$ cat src/rtl/mem_port_sched_if.sv
// Bus bundle between the fetch/LSB requesters, the RAM/IO pins and the port scheduler.
// The master modport is the environment side; slave is the scheduler.
interface mem_port_sched_if #(
    parameter int unsigned ADDR_W = 32
) ();
    logic              rdy_in;
    logic              clear;
    logic              if_req;
    logic [ADDR_W-1:0] if_addr;
    logic              if_ready;
    logic [31:0]       if_data;
    logic              ls_req;
    logic              ls_wr;
    logic [1:0]        ls_size;
    logic [ADDR_W-1:0] ls_addr;
    logic [31:0]       ls_wdata;
    logic              ls_done;
    logic [31:0]       ls_rdata;
    logic [7:0]        mem_din;
    logic [7:0]        mem_dout;
    logic [ADDR_W-1:0] mem_a;
    logic              mem_wr;
    logic              io_buffer_full;

    modport master (
        output rdy_in, clear, if_req, if_addr, ls_req, ls_wr, ls_size, ls_addr, ls_wdata,
               mem_din, io_buffer_full,
        input  if_ready, if_data, ls_done, ls_rdata, mem_dout, mem_a, mem_wr
    );

    modport slave (
        input  rdy_in, clear, if_req, if_addr, ls_req, ls_wr, ls_size, ls_addr, ls_wdata,
               mem_din, io_buffer_full,
        output if_ready, if_data, ls_done, ls_rdata, mem_dout, mem_a, mem_wr
    );
endinterface

$ cat src/rtl/mem_port_sched.sv
// Arbitrates the single byte-wide RAM/IO port between instruction fetch and the
// load/store buffer, serialising each granted access into per-byte bus cycles.
module mem_port_sched #(
    parameter int unsigned ADDR_W   = 32,
    parameter int unsigned IF_BYTES = 4,
    parameter bit          LS_FIRST = 1'b1
) (
    input logic             clk_in,
    input logic             rst_in,
    mem_port_sched_if.slave bus
);

    typedef enum logic [1:0] {StIdle, StRd, StWr} state_e;

    state_e            state_q, state_d;
    logic [2:0]        idx_q, idx_d;
    logic [2:0]        n_q, n_d;
    logic [ADDR_W-1:0] addr_q, addr_d;
    logic [3:0][7:0]   wdata_q, wdata_d;
    logic [3:0][7:0]   rbuf_q, rbuf_d;
    logic              is_if_q, is_if_d;
    logic              last_ls_q, last_ls_d;
    logic [31:0]       if_data_q, if_data_d;
    logic [31:0]       ls_rdata_q, ls_rdata_d;
    logic              if_ready_q, if_ready_d;
    logic              ls_done_q, ls_done_d;
    logic [ADDR_W-1:0] mem_a_q;
    logic [ADDR_W-1:0] bus_a;
    logic              wr_en;
    logic [7:0]        dout;
    logic              stall;
    logic              grant_ls;
    logic              grant_if;
    logic [2:0]        cap_idx;
    logic [2:0]        ls_n;

    always_comb begin
        case (bus.ls_size)
            2'b00:   ls_n = 3'd1;
            2'b01:   ls_n = 3'd2;
            default: ls_n = 3'd4;
        endcase
    end

    always_comb begin
        state_d    = state_q;
        idx_d      = idx_q;
        n_d        = n_q;
        addr_d     = addr_q;
        wdata_d    = wdata_q;
        rbuf_d     = rbuf_q;
        is_if_d    = is_if_q;
        last_ls_d  = last_ls_q;
        if_data_d  = if_data_q;
        ls_rdata_d = ls_rdata_q;
        if_ready_d = 1'b0;
        ls_done_d  = 1'b0;
        bus_a      = mem_a_q;
        wr_en      = 1'b0;
        dout       = 8'h00;
        cap_idx    = idx_q - 3'd1;
        stall      = (addr_q[17:16] == 2'b11) && bus.io_buffer_full;
        // Round-robin on a tie: the side that did not win last time goes first.
        grant_ls   = bus.ls_req && (!bus.if_req || !last_ls_q);
        grant_if   = bus.if_req && !grant_ls;

        case (state_q)
            StIdle: begin
                if (!bus.clear && grant_ls) begin
                    state_d   = bus.ls_wr ? StWr : StRd;
                    idx_d     = 3'd0;
                    n_d       = ls_n;
                    addr_d    = bus.ls_addr;
                    wdata_d   = bus.ls_wdata;
                    rbuf_d    = '0;
                    is_if_d   = 1'b0;
                    last_ls_d = 1'b1;
                end else if (!bus.clear && grant_if) begin
                    state_d   = StRd;
                    idx_d     = 3'd0;
                    n_d       = 3'(IF_BYTES);
                    addr_d    = bus.if_addr;
                    rbuf_d    = '0;
                    is_if_d   = 1'b1;
                    last_ls_d = 1'b0;
                end
            end
            StRd: begin
                // Address phase for byte idx overlaps the data phase of byte idx-1.
                if (idx_q < n_q) begin
                    bus_a = addr_q + ADDR_W'(idx_q);
                end
                if (idx_q != 3'd0) begin
                    rbuf_d[cap_idx[1:0]] = bus.mem_din;
                end
                idx_d = idx_q + 3'd1;
                if (bus.clear) begin
                    state_d = StIdle;
                end else if (idx_q == n_q) begin
                    state_d = StIdle;
                    if (is_if_q) begin
                        if_data_d  = rbuf_d;
                        if_ready_d = 1'b1;
                    end else begin
                        ls_rdata_d = rbuf_d;
                        ls_done_d  = 1'b1;
                    end
                end
            end
            StWr: begin
                bus_a = addr_q + ADDR_W'(idx_q);
                dout  = wdata_q[idx_q[1:0]];
                if (!stall) begin
                    wr_en = 1'b1;
                    if (idx_q == n_q - 3'd1) begin
                        state_d   = StIdle;
                        ls_done_d = 1'b1;
                    end else begin
                        idx_d = idx_q + 3'd1;
                    end
                end
            end
            default: state_d = StIdle;
        endcase
    end

    always_ff @(posedge clk_in) begin
        if (rst_in) begin
            state_q    <= StIdle;
            idx_q      <= 3'd0;
            n_q        <= 3'd0;
            addr_q     <= '0;
            wdata_q    <= '0;
            rbuf_q     <= '0;
            is_if_q    <= 1'b0;
            last_ls_q  <= ~LS_FIRST;
            if_data_q  <= '0;
            ls_rdata_q <= '0;
            if_ready_q <= 1'b0;
            ls_done_q  <= 1'b0;
            mem_a_q    <= '0;
        end else if (bus.rdy_in) begin
            state_q    <= state_d;
            idx_q      <= idx_d;
            n_q        <= n_d;
            addr_q     <= addr_d;
            wdata_q    <= wdata_d;
            rbuf_q     <= rbuf_d;
            is_if_q    <= is_if_d;
            last_ls_q  <= last_ls_d;
            if_data_q  <= if_data_d;
            ls_rdata_q <= ls_rdata_d;
            if_ready_q <= if_ready_d;
            ls_done_q  <= ls_done_d;
            mem_a_q    <= bus_a;
        end
    end

    // While frozen, keep presenting the last active address so the RAM's read
    // data lines up with the byte index once the port resumes.
    assign bus.mem_a    = bus.rdy_in ? bus_a : mem_a_q;
    assign bus.mem_wr   = bus.rdy_in & wr_en;
    assign bus.mem_dout = dout;
    assign bus.if_ready = if_ready_q & bus.rdy_in;
    assign bus.ls_done  = ls_done_q & bus.rdy_in;
    assign bus.if_data  = if_data_q;
    assign bus.ls_rdata = ls_rdata_q;

endmodule
$ cat src/flat_wrapper.sv
// flat-port wrapper written by rule: the top's interface ports become plain ports
module mem_port_sched_flat 
#(
    parameter int unsigned ADDR_W   = 32,
    parameter int unsigned IF_BYTES = 4,
    parameter bit          LS_FIRST = 1'b1
)
  (clk_in, rst_in, bus_rdy_in, bus_clear, bus_if_req, bus_if_addr, bus_ls_req, bus_ls_wr, bus_ls_size, bus_ls_addr, bus_ls_wdata, bus_mem_din, bus_io_buffer_full, bus_if_ready, bus_if_data, bus_ls_done, bus_ls_rdata, bus_mem_dout, bus_mem_a, bus_mem_wr);
  mem_port_sched_if #(.ADDR_W(ADDR_W)) bus_i ();
  input logic clk_in;
  input logic rst_in;
  input wire logic [$bits(bus_i.rdy_in)-1:0] bus_rdy_in;
  input wire logic [$bits(bus_i.clear)-1:0] bus_clear;
  input wire logic [$bits(bus_i.if_req)-1:0] bus_if_req;
  input wire logic [$bits(bus_i.if_addr)-1:0] bus_if_addr;
  input wire logic [$bits(bus_i.ls_req)-1:0] bus_ls_req;
  input wire logic [$bits(bus_i.ls_wr)-1:0] bus_ls_wr;
  input wire logic [$bits(bus_i.ls_size)-1:0] bus_ls_size;
  input wire logic [$bits(bus_i.ls_addr)-1:0] bus_ls_addr;
  input wire logic [$bits(bus_i.ls_wdata)-1:0] bus_ls_wdata;
  input wire logic [$bits(bus_i.mem_din)-1:0] bus_mem_din;
  input wire logic [$bits(bus_i.io_buffer_full)-1:0] bus_io_buffer_full;
  output wire logic [$bits(bus_i.if_ready)-1:0] bus_if_ready;
  output wire logic [$bits(bus_i.if_data)-1:0] bus_if_data;
  output wire logic [$bits(bus_i.ls_done)-1:0] bus_ls_done;
  output wire logic [$bits(bus_i.ls_rdata)-1:0] bus_ls_rdata;
  output wire logic [$bits(bus_i.mem_dout)-1:0] bus_mem_dout;
  output wire logic [$bits(bus_i.mem_a)-1:0] bus_mem_a;
  output wire logic [$bits(bus_i.mem_wr)-1:0] bus_mem_wr;
  assign bus_i.rdy_in = bus_rdy_in;
  assign bus_i.clear = bus_clear;
  assign bus_i.if_req = bus_if_req;
  assign bus_i.if_addr = bus_if_addr;
  assign bus_i.ls_req = bus_ls_req;
  assign bus_i.ls_wr = bus_ls_wr;
  assign bus_i.ls_size = bus_ls_size;
  assign bus_i.ls_addr = bus_ls_addr;
  assign bus_i.ls_wdata = bus_ls_wdata;
  assign bus_i.mem_din = bus_mem_din;
  assign bus_i.io_buffer_full = bus_io_buffer_full;
  assign bus_if_ready = bus_i.if_ready;
  assign bus_if_data = bus_i.if_data;
  assign bus_ls_done = bus_i.ls_done;
  assign bus_ls_rdata = bus_i.ls_rdata;
  assign bus_mem_dout = bus_i.mem_dout;
  assign bus_mem_a = bus_i.mem_a;
  assign bus_mem_wr = bus_i.mem_wr;
  mem_port_sched #(.ADDR_W(ADDR_W), .IF_BYTES(IF_BYTES), .LS_FIRST(LS_FIRST)) u_core (.clk_in(clk_in), .rst_in(rst_in), .bus(bus_i));
endmodule
$ cat config.mk
export PLATFORM = sky130hd
export DESIGN_NAME = mem_port_sched_flat
export DESIGN_NICKNAME = d
export VERILOG_FILES = /design/src/rtl/mem_port_sched_if.sv /design/src/rtl/mem_port_sched.sv /design/src/flat_wrapper.sv
export SDC_FILE = /design/constraint.sdc
export NUM_CORES = 1
export LEC_CHECK = 0
export BUFFER_PORTS_ARGS = -buffer_cell sky130_fd_sc_hd__clkbuf_2
export CORE_MARGIN = 2
export CORE_UTILIZATION = 50
export CTS_CLUSTER_SIZE = 12
export DETAILED_ROUTE_END_ITERATION = 12
export GPL_TIMING_DRIVEN = 0
export PLACE_DENSITY = 0.79
export SLEW_MARGIN = 20
export SYNTH_ARGS = -nofsm -noshare
export SYNTH_HDL_FRONTEND = slang
export SYNTH_SLANG_ARGS = --single-unit
$ cat constraint.sdc
create_clock -name clk_in -period 4.6 [get_ports clk_in]
set_input_delay 0.23 -clock clk_in [delete_from_list [all_inputs] [get_ports clk_in]]
set_output_delay 0.23 -clock clk_in [all_outputs]
set_load 0.05 [all_outputs]
==> qor.yml <==
syn_to_final_growth_pct: 32.97
dr.pass1.iters: 8
coreArea_sq_mm: 0.01730
wl_per_cell_microns: 18.61
status: "complete, no violations"
netlist_top_cells_area: "dfxtp_1, a211oi_1, nand2_1"
clk_pin_slew_ps: 60
synthTopCellsByCount: "dfxtp_1, nand2_1, nor2_1"
gp_congestion: 0.8749
p_per_area_mw_per_mm2: 332.6
cts.sinks: 204
max_freq_mhz: 231.6
max_slew.worst_pin.slew_ps: 709.6
netlist_area_sq_mm: 0.008816
ys_types: 59
syn_inst: 968
clock_skew_ps: 15.22
first_global_vias: 8524
cts_tree: "built"
antenna_found_initial: 1
crit_type: "reg2out"
numCtsBuffers: 22
fillers: 1355
ant_nets: 0
synthesis.nets: 1099
clock_latency_ps: 520
cts.htree.levels: 1
dieArea_sq_mm: 0.01871
p_leak_nw: 4.781
slew_viol_final: 0
dp_hpwl_microns: 19170
cp-start-kind: "register"
grt_pass1_wl_microns: 44010
cts_resized: 0
fin_setup_tns_ps: 0
timing.final.crit_share: 0.9388
final_area_sq_mm: 0.01172
layout.nets: 1429
wl_microns: 28540
grt_max_degree: 13
cts_buffer_depth: 3
async_reset_ff_frac: 0
drv_cap: 0
io_pins: 221
synth_top_area_cell: "dfxtp_1"
finalSetupViolations: 0
arrival_ps: 4090
drt_iter0_markers: 785
synth.most_common_cell: "dfxtp_1"
period_needed_ps: 4319
cts-root-buf: "clkbuf_16"
cp_max_fo: 10
worstPathRequired_ps: 4370
grt-ovfl-total: 0
synth_seq_cells: 204
post_cts_buffers: 0
r2r_cells: 9
ys_seq_area_frac: 0.4632
synthFlopType: "dfxtp_1"
vias: 9004
slew_headroom: 0.5234
drc: 0
rows: 48
grt.total_usage: 0.2996
yosysWarnings: 0
hp-class: "in2reg"
die_h_microns: 136.8
utilization: 0.6777
start_util: 0.5097
endpoint_kind: "output pin"
viasPerCell: 5.870
vdd_drop_max_v: 0.0002639
whs_path_depth: 3
rsz0062_at_grt: "false"
final_layout_size_suffix_gt1_frac: 0.2200
hold_viol_final: 0
diodes: 0
placed_area_sq_mm: 0.01019
die_w_microns: 136.8
port_buffers: 219
synth.top_cell.area_share: 0.4632
synth_edf_count: 0
syn_avg_cell_area_sq_um: 9.107
[cell families (layout without fill, tap and decap cells)]
kind of cell / after synthesis / in the layout / share of synthesized area
flops: 204 / 204 / 0.4632
xor+xnor: 31 / 31 / 0.03250
mux: 41 / 41 / 0.05791
fa+ha+maj: 17 / 17 / 0.02498
simple gates: 346 / 346 / 0.1810
buf+inv: 80 / 421 / 0.03605
compound gates: 249 / 249 / 0.2044
[stage by stage]
stage | hold slack [ps] | setup slack [ps] | std cells | total power (W)
floorplan | 366.0 | 1054 | 968 | 0.002073
global placement | 432.9 | 931.8 | 1412 | 0.002199
finish | 10.14 | 281.4 | 1534 | 0.003898
CTS | 1.887 | 342.8 | 1534 | 0.003894
detailed placement | 442.0 | 880.4 | 1412 | 0.002205
global route | 18.56 | 55.01 | 1534 | 0.004009
[report_power, final]
part / switching [W] / leakage (nW) / internal [W]
logic: 0.000232 / 2.81 / 0.000177
registers: 0.0000394 / 1.65 / 0.00181
clock network: 0.000705 / 0.321 / 0.000940
total: 0.000976 / 4.78 / 0.00292
[per-layer routing]
layer / share of wire / vias to the layer above / GRT usage
met5: 0.00046 / - / 0
met4: 0.041 / 2 / 0.1237
met3: 0.075 / 108 / 0.04593
met2: 0.47 / 480 / 0.5019
met1: 0.41 / 4257 / 0.3864
li1: - / 4157 / -
[final timing paths]
check                                  startpoint                              end  slack [ps]
setup / recovery     u_core.idx_q[1]$_SDFFE_PP0P_                    bus_mem_a[18]         280
hold / removal                     bus_if_addr[8]    u_core.addr_q[8]$_SDFFE_PP0P_          10
setup reg to reg     u_core.idx_q[1]$_SDFFE_PP0P_   u_core.rbuf_q[27]$_SDFFE_PP0P_        1260
hold reg to reg   u_core.wdata_q[21]$_SDFFE_PP0P_  u_core.wdata_q[21]$_SDFFE_PP0P_         450
[repair_timing]
action | 4_1_cts | 5_1_grt
setup endpoints to repair | 0 | 0
endpoints found under the hold margin | 65 | 0
hold buffers | 87 | 0
[cell usage in the layout (no fill, tap or decap), types with 10 or more instances in the layout]
cell and instances:
a211oi_1 65, inv_1 14, and2_1 18, mux2i_1 33
a222oi_1 32, dfxtp_1 204, dlygate4sd3_1 87, xnor2_1 19
nand3_1 15, nor2b_1 10, nor2_1 118, clkbuf_2 219
nand2_1 127, a22o_1 40, o21ai_0 43, xor2_1 11
buf_1 12, a21oi_1 44, buf_2 14, ha_1 16
clkbuf_16 22, clkbuf_1 45
[state kept, by name, summed over array words and instances, names as in the netlist]
register             flops
u_core.rbuf_q           32
u_core.addr_q           32
u_core.is_if_q           1
u_core.last_ls_q         1
u_core.mem_a_q          32
u_core.n_q               3
u_core.ls_done_q         1
u_core.idx_q             3
u_core.bus.ls_rdata     32
u_core.bus.if_data      32
u_core.if_ready_q        1
u_core.wdata_q          32
u_core.state_q           2
[area by class of cell]
cell class	count	area (sq um)	share of cell area
Multi-Input combinational cell	684	4414	0.3766
Sequential cell	204	4084	0.3484
Timing Repair Buffer	306	1967	0.1678
Clock buffer	31	624.3	0.05326
Tap cell	225	281.5	0.02402
Buffer	66	265.3	0.02263
Inverter	14	52.55	0.004483
Clock inverter	4	33.78	0.002882
[worst max-delay path, cell delays in order, from the launching register on]
cell and delay [ps]:
dfxtp_1 500, clkbuf_1 570, inv_1 290, fa_1 510, nor2b_1 350, o21ai_2 240
nor4_1 420, xnor2_1 130, o21ai_0 240, clkbuf_2 330
(Power assumes the default switching activity.)
